### src/rtl/cluster_icache_flush_seq.sv
// Instruction-cache flush sequencer: flushes the L1 first (when requested),
// then all selected L0 fetch ports concurrently, and counts completed sequences.
module cluster_icache_flush_seq #(
  parameter int NR_FETCH_PORTS = 1,
  parameter int CNT_WIDTH      = 16
) (
  input  logic                      clk_i,
  input  logic                      rst_ni,
  input  logic                      req_valid_i,
  output logic                      req_ready_o,
  input  logic [NR_FETCH_PORTS-1:0] req_l0_mask_i,
  input  logic                      req_l1_i,
  output logic                      l1_flush_valid_o,
  input  logic                      l1_flush_ready_i,
  output logic [NR_FETCH_PORTS-1:0] l0_flush_valid_o,
  input  logic [NR_FETCH_PORTS-1:0] l0_flush_ready_i,
  output logic [NR_FETCH_PORTS-1:0] pending_o,
  output logic                      busy_o,
  output logic                      done_o,
  output logic [CNT_WIDTH-1:0]      seq_count_o,
  output logic [1:0]                state_o
);

  // Handshakes: a transfer happens on a rising edge where valid and ready are
  // both high; a valid, once raised, stays high until that edge, and a ready
  // whose valid is low has no effect.

  typedef enum logic [1:0] {
    IDLE     = 2'd0,
    L1_FLUSH = 2'd1,
    L0_FLUSH = 2'd2,
    DONE     = 2'd3
  } state_e;

  state_e                      state_q, state_d;
  logic [NR_FETCH_PORTS-1:0]   pending_q, pending_d;
  logic                        l1_q, l1_d;
  logic [CNT_WIDTH-1:0]        count_q, count_d;

  always_ff @(posedge clk_i or negedge rst_ni) begin
    if (!rst_ni) begin
      state_q   <= IDLE;
      pending_q <= '0;
      l1_q      <= 1'b0;
      count_q   <= '0;
    end else begin
      state_q   <= state_d;
      pending_q <= pending_d;
      l1_q      <= l1_d;
      count_q   <= count_d;
    end
  end

  always_comb begin
    state_d   = state_q;
    pending_d = pending_q;
    l1_d      = l1_q;
    count_d   = count_q;
    case (state_q)
      IDLE: begin
        if (req_valid_i) begin
          pending_d = req_l0_mask_i;
          l1_d      = req_l1_i;
          if (req_l1_i)                 state_d = L1_FLUSH;
          else if (req_l0_mask_i != '0) state_d = L0_FLUSH;
          else                          state_d = DONE;
        end
      end
      L1_FLUSH: begin
        if (l1_flush_ready_i) begin
          l1_d    = 1'b0;
          state_d = (pending_q != '0) ? L0_FLUSH : DONE;
        end
      end
      L0_FLUSH: begin
        // Only ports still pending can complete; stray readies are masked out.
        pending_d = pending_q & ~(pending_q & l0_flush_ready_i);
        if (pending_d == '0) state_d = DONE;
      end
      DONE: begin
        count_d = count_q + CNT_WIDTH'(1);
        state_d = IDLE;
      end
      default: state_d = IDLE;
    endcase
  end

  assign req_ready_o      = (state_q == IDLE);
  assign l1_flush_valid_o = (state_q == L1_FLUSH) && l1_q;
  assign l0_flush_valid_o = (state_q == L0_FLUSH) ? pending_q : '0;
  assign pending_o        = pending_q;
  assign busy_o           = (state_q != IDLE);
  assign done_o           = (state_q == DONE);
  assign seq_count_o      = count_q;
  assign state_o          = state_q;

endmodule

### config.mk
export PLATFORM = sky130hd
export DESIGN_NAME = cluster_icache_flush_seq
export DESIGN_NICKNAME = d
export VERILOG_FILES = /design/src/rtl/cluster_icache_flush_seq.sv
export SDC_FILE = /design/constraint.sdc
export NUM_CORES = 1
export LEC_CHECK = 0
export ABC_CLOCK_PERIOD_IN_PS = 1700
export BUFFER_PORTS_ARGS = -buffer_cell sky130_fd_sc_hd__buf_2
export CAP_MARGIN = 20
export CORE_AREA = 10 10 57 59
export DETAILED_ROUTE_END_ITERATION = 8
export DIE_AREA = 0 0 67 69
export PLACE_DENSITY = 0.79
export SLEW_MARGIN = 25
export SYNTH_ARGS = -nofsm -noshare
export SYNTH_HDL_FRONTEND = slang
export SYNTH_SLANG_ARGS = --single-unit
### constraint.sdc
create_clock -name clk_i -period 1.7 [get_ports clk_i]
set_clock_uncertainty 0.05 [all_clocks]
set_input_delay 0.34 -clock clk_i [delete_from_list [all_inputs] [get_ports clk_i]]
set_output_delay 0.34 -clock clk_i [all_outputs]
set_load 0.02 [all_outputs]
* Word-level counts from Yosys, hierarchy flattened
Cells that the tools add are included.
** Storage, ports and cells
- Memory bits (read-only) :: 0
- Latch bits :: 0
- Memories kept :: 0
- Flip-flop bits (word level) :: 20
- Input port bits :: 7
- Logic and storage cells :: 35
- Memory bits (writable) :: 0
** Cells by class
- Multiply operators :: 0
- Divide/modulo/power cells :: 0
- $add $sub $neg :: 1
- Equality and inequality tests :: 6
- Shift operators :: 0
- Reductions and logical operators :: 8
- Muxes and demuxes :: 13
- Bitwise operators :: 3
- $lt $le $gt $ge :: 0
** Operator list (number)
- adder 16 x 1 -> 16 bit (second input constant) :: 1
- two-way mux 2 bit :: 4
- one-hot mux 2 bit (4 select lines) :: 1
- two-way mux 1 bit :: 6
- inequality test 2 bit (second input constant) :: 3
- AND reduction 3 bit :: 2
- nonzero test 2 bit :: 3
- equality test 2 bit (second input constant) :: 2
- one-hot mux 1 bit (2 select lines) :: 2
- AND 1 bit :: 2
- equality test 2 x 1 -> 1 bit (second input constant) :: 1
- zero test 2 bit :: 1
- AND reduction 2 bit :: 1
- logical AND 1 bit :: 1
- NOT 1 bit :: 1

* Depth between registers and ports, before layout
- Depth after elaboration :: 5
- Depth in mapped cells :: 6

* Least setup slack after synthesis
No wires, ideal clock.
- Path kind :: register -> register
- From :: reg state_q[0] (netlist: state_o[0])
- To :: reg count_q[15] (netlist: seq_count_o[15])
- Data required time :: 1.522 ns
- Path slack :: -0.134 ns
- Arrival time :: 1.656 ns
- Cell stages (with the launch flop) :: 6
- Path buffers :: 0
- Cell sequence :: dfrtp_1 -> ha_1 -> nand4_4 -> nor3_4 -> nand4_1 -> xnor2_1
** On the way
- Longest elaborated chain between the ends :: 1
** Ends and longest elaborated chain
- start, declared :: line 35 : state_e state_q, state_d;
- start signal, assigned :: line 47 : state_q <= state_d;
- equality test 2 bit
- named net done_o :: line 19 : output logic done_o,
- end signal, assigned :: line 50 : count_q <= count_d;
- end, declared :: line 38 : logic [CNT_WIDTH-1:0] count_q, count_d;
The timed path passes the listed nets, and every way through them passes these cells.
A chain may end at the register's enable or synchronous reset.

* Worst setup path in the final report
- From :: reg state_q[0] (netlist: state_o[0])
- To :: out busy_o
** On the way
- Longest elaborated chain between the ends :: 1
** Ends and longest elaborated chain
- nonzero test 2 bit :: line 92 : assign busy_o = (state_q != IDLE);
- end, declared :: line 18 : output logic busy_o,
Every way passes these cells.

==> metrics.txt <==
Port-buffer cells 30; gpl congestion 0.729; Inserted Diodes 0; Starting DRT DRC Count 5; first-pass GRT wire length 3610 um; Leak Pwr 0.657 nW; overall routing resource usage 0.0936; H-tree levels 1; Worst setup startpoint state_o[0]; crit path launch type register; Nets 143; Storage cell area 503 um2; Synth Area in Compound Gates 0.0548; Die Wd 67 um; Die Ht 69 um; Worst Path Buf+Inv 3; post-synth net total 104; initial antenna violation count 0; FF+latch count, synth 20; period utilization 0.987; DRC 0; Max clock buf depth 2; Synth Warn # 0; share of layout cells above drive strength 1 0.375; Final setup violation count 0; Peak Freq 596 MHz; dpl cell area 1200 um2; R2R Setup Slk 0.13 ns; Max-Cap Viols 0; min Tclk post-route 1.68 ns; CTS tree done; # fillers 197; hold path startpoint l1_flush_ready_i; post-synth cell types 24; Pwr Density 1480 nW/um2; Final Core Density 0.588; Slew HR 0.711; post-synthesis mux area share 0.0411; full die area 4620 um2; GR Overflow Total 0; mean number of vias per cell 4.99; XOR/XNOR Fraction of Synth Area 0.131; HPWL after DPL 1740 um; crit end category primary output; simple-gate share of the synthesized area 0.174; Initial Utilization 0.468; Initial DRT Pass Iterations 4; vias in the first global route 843; Clk pin slew, worst setup/hold paths 0.10 ns; Clock Latency Late Sink 0.29 ns; Vias 779; count of antenna-violating nets left after detailed routing 0; slowest stage cell, crit path dfrtp_2; post-synthesis adder-cell area fraction 0.0747; worst r2r src state_o[0]; CP arrival 1.29 ns; RSZ-0062 raised after global routing yes; Least-Margin Pin Slew 0.434 ns; crit path cell chain inv_2 > ha_2 > inv_2 > buf_4; fin. max-slew vios 0; Setup CP Type register to primary output; WP data required 1.31 ns; # clock sinks 20; Root Driver clkbuf_4; largest family of logic cells by synthesized area simple AND/OR/NAND/NOR gates; post-route cell area 1260 um2; largest stage delay on the critical path 0.46 ns; CORE AREA 2150 um2; Pwr Total 1.86 mW; Cells after DPL 150; part of the Yosys area used for sequential elements 0.498; IO Count 31; endpoints failing hold 0; Detailed Route WL 2140 um; cell family with most CP delay flip-flops; synthesized area 1000 um2; CTS Buf Count 3; area delta synth->final 25.7%; pin count of the biggest net entering global routing 21; Post-Layout Cell Count 156; Peak VDD IR 1.09 mV; outcome complete, no violations; Synth Area per Inst 11.0 um2; TNS Setup 0 ns; Hold Crit Class input port to register; Row Count 17; Wirelength per Cell 13.7 um; CP max FO 7; Most Frequent Cell on Critical Path inv_2; area of the multi-input gates 485 um2; Cells after Synth 91
## timing repair
action                                 CTS  global route
pin swaps                                0             0
endpoints found under the hold margin   20             0
setup endpoints to repair                3            11
buffers inserted                         2             0
hold buffers                             1             0
resized for setup                        4             4
## metrics by stage
stage | hold WS [ns] | worst slack [ns]
2_1_floorplan | -0.00559 | -0.0320
3_3_place_gp | 0.256 | 0.136
3_5_place_dp | 0.260 | 0.0847
4_1_cts | 0.313 | 0.000981
5_1_grt | 0.333 | -0.0485
6_report | 0.330 | 0.0221
## logic make-up (layout without fill, tap and decap cells)
group | after synthesis | after routing
xor+xnor | 15 | 15
mux | 4 | 4
buf+inv | 7 | 44
fa+ha+maj | 6 | 6
simple gates | 31 | 31
flops | 20 | 20
compound gates | 8 | 8
## cell type report
class,count,share of cell area
inverters,7,0.0208
flip-flops and latches,20,0.398
clock buffers,3,0.0178
well taps,28,0.0278
repair buffers,34,0.151
multi-input cells,64,0.385
## synthesized netlist by cell type
| cell type | instances | area share |
|---|---|---|
| dfrtp_1 | 20 | 0.50 |
| nand2_1 | 11 | 0.041 |
| xnor2_1 | 11 | 0.096 |
| ha_1 | 6 | 0.075 |
| inv_1 | 6 | 0.022 |
| nand3_1 | 4 | 0.020 |
| nand4_1 | 4 | 0.025 |
| nor2_1 | 4 | 0.015 |
| xor2_1 | 4 | 0.035 |
| mux2i_1 | 3 | 0.030 |
| o21ai_0 | 3 | 0.015 |
| nor2b_1 | 2 | 0.012 |
| o211ai_1 | 2 | 0.015 |
| a21o_1 | 1 | 0.0075 |
| a311oi_1 | 1 | 0.0087 |
| and2_1 | 1 | 0.0062 |
| inv_2 | 1 | 0.0037 |
| mux2_2 | 1 | 0.011 |
| nand2b_1 | 1 | 0.0062 |
| nand4_4 | 1 | 0.021 |
| nor2_2 | 1 | 0.0062 |
| nor3_1 | 1 | 0.0050 |
| nor3_4 | 1 | 0.016 |
| o221ai_1 | 1 | 0.0087 |
## tightest hold or removal path: cells and delay by family
family / cells / cell delay, ns
AO/OA/AOI/OAI: 2 / 0.15
buffers and inverters: 1 / 0.09
AND/OR/NAND/NOR: 1 / 0.05
## state kept, by name, summed over array words and instances (netlist names)
register	cells
pending_o	1
l1_q	1
seq_count_o	16
state_o	2
## layer usage
metal | track usage | part of all wire
met3 | 0.0435 | 0.098
met4 | 0.0136 | 0
met5 | 0 | 0
met2 | 0.163 | 0.48
met1 | 0.101 | 0.42
## cell usage in the layout, fill, tap and decap left out, drive strengths merged, types with 4 or more instances in the layout
cell type | Yosys | layout
nor2 | 5 | 5
dfrtp | 20 | 20
inv | 7 | 7
nand2 | 11 | 11
xor2 | 4 | 4
ha | 6 | 6
xnor2 | 11 | 11
nand4 | 5 | 5
buf | 0 | 33
nand3 | 4 | 4
## where the power goes
part / switching (mW) / internal, mW / total (mW)
combinational: 0.528 / 0.386 / 0.914
clock: 0.128 / 0.0823 / 0.211
sequential: 0.149 / 0.589 / 0.738
## path summary, 6_finish.rpt
check / to / cells past startpoint
max in group asynchronous: state_o[0] / 2
min in group asynchronous: seq_count_o[6] / 2
min: l1_q / 4
max reg2reg: seq_count_o[15] / 5
min reg2reg: seq_count_o[15] / 1
max: busy_o / 4
Note: power is estimated with default switching activity, not from simulation.
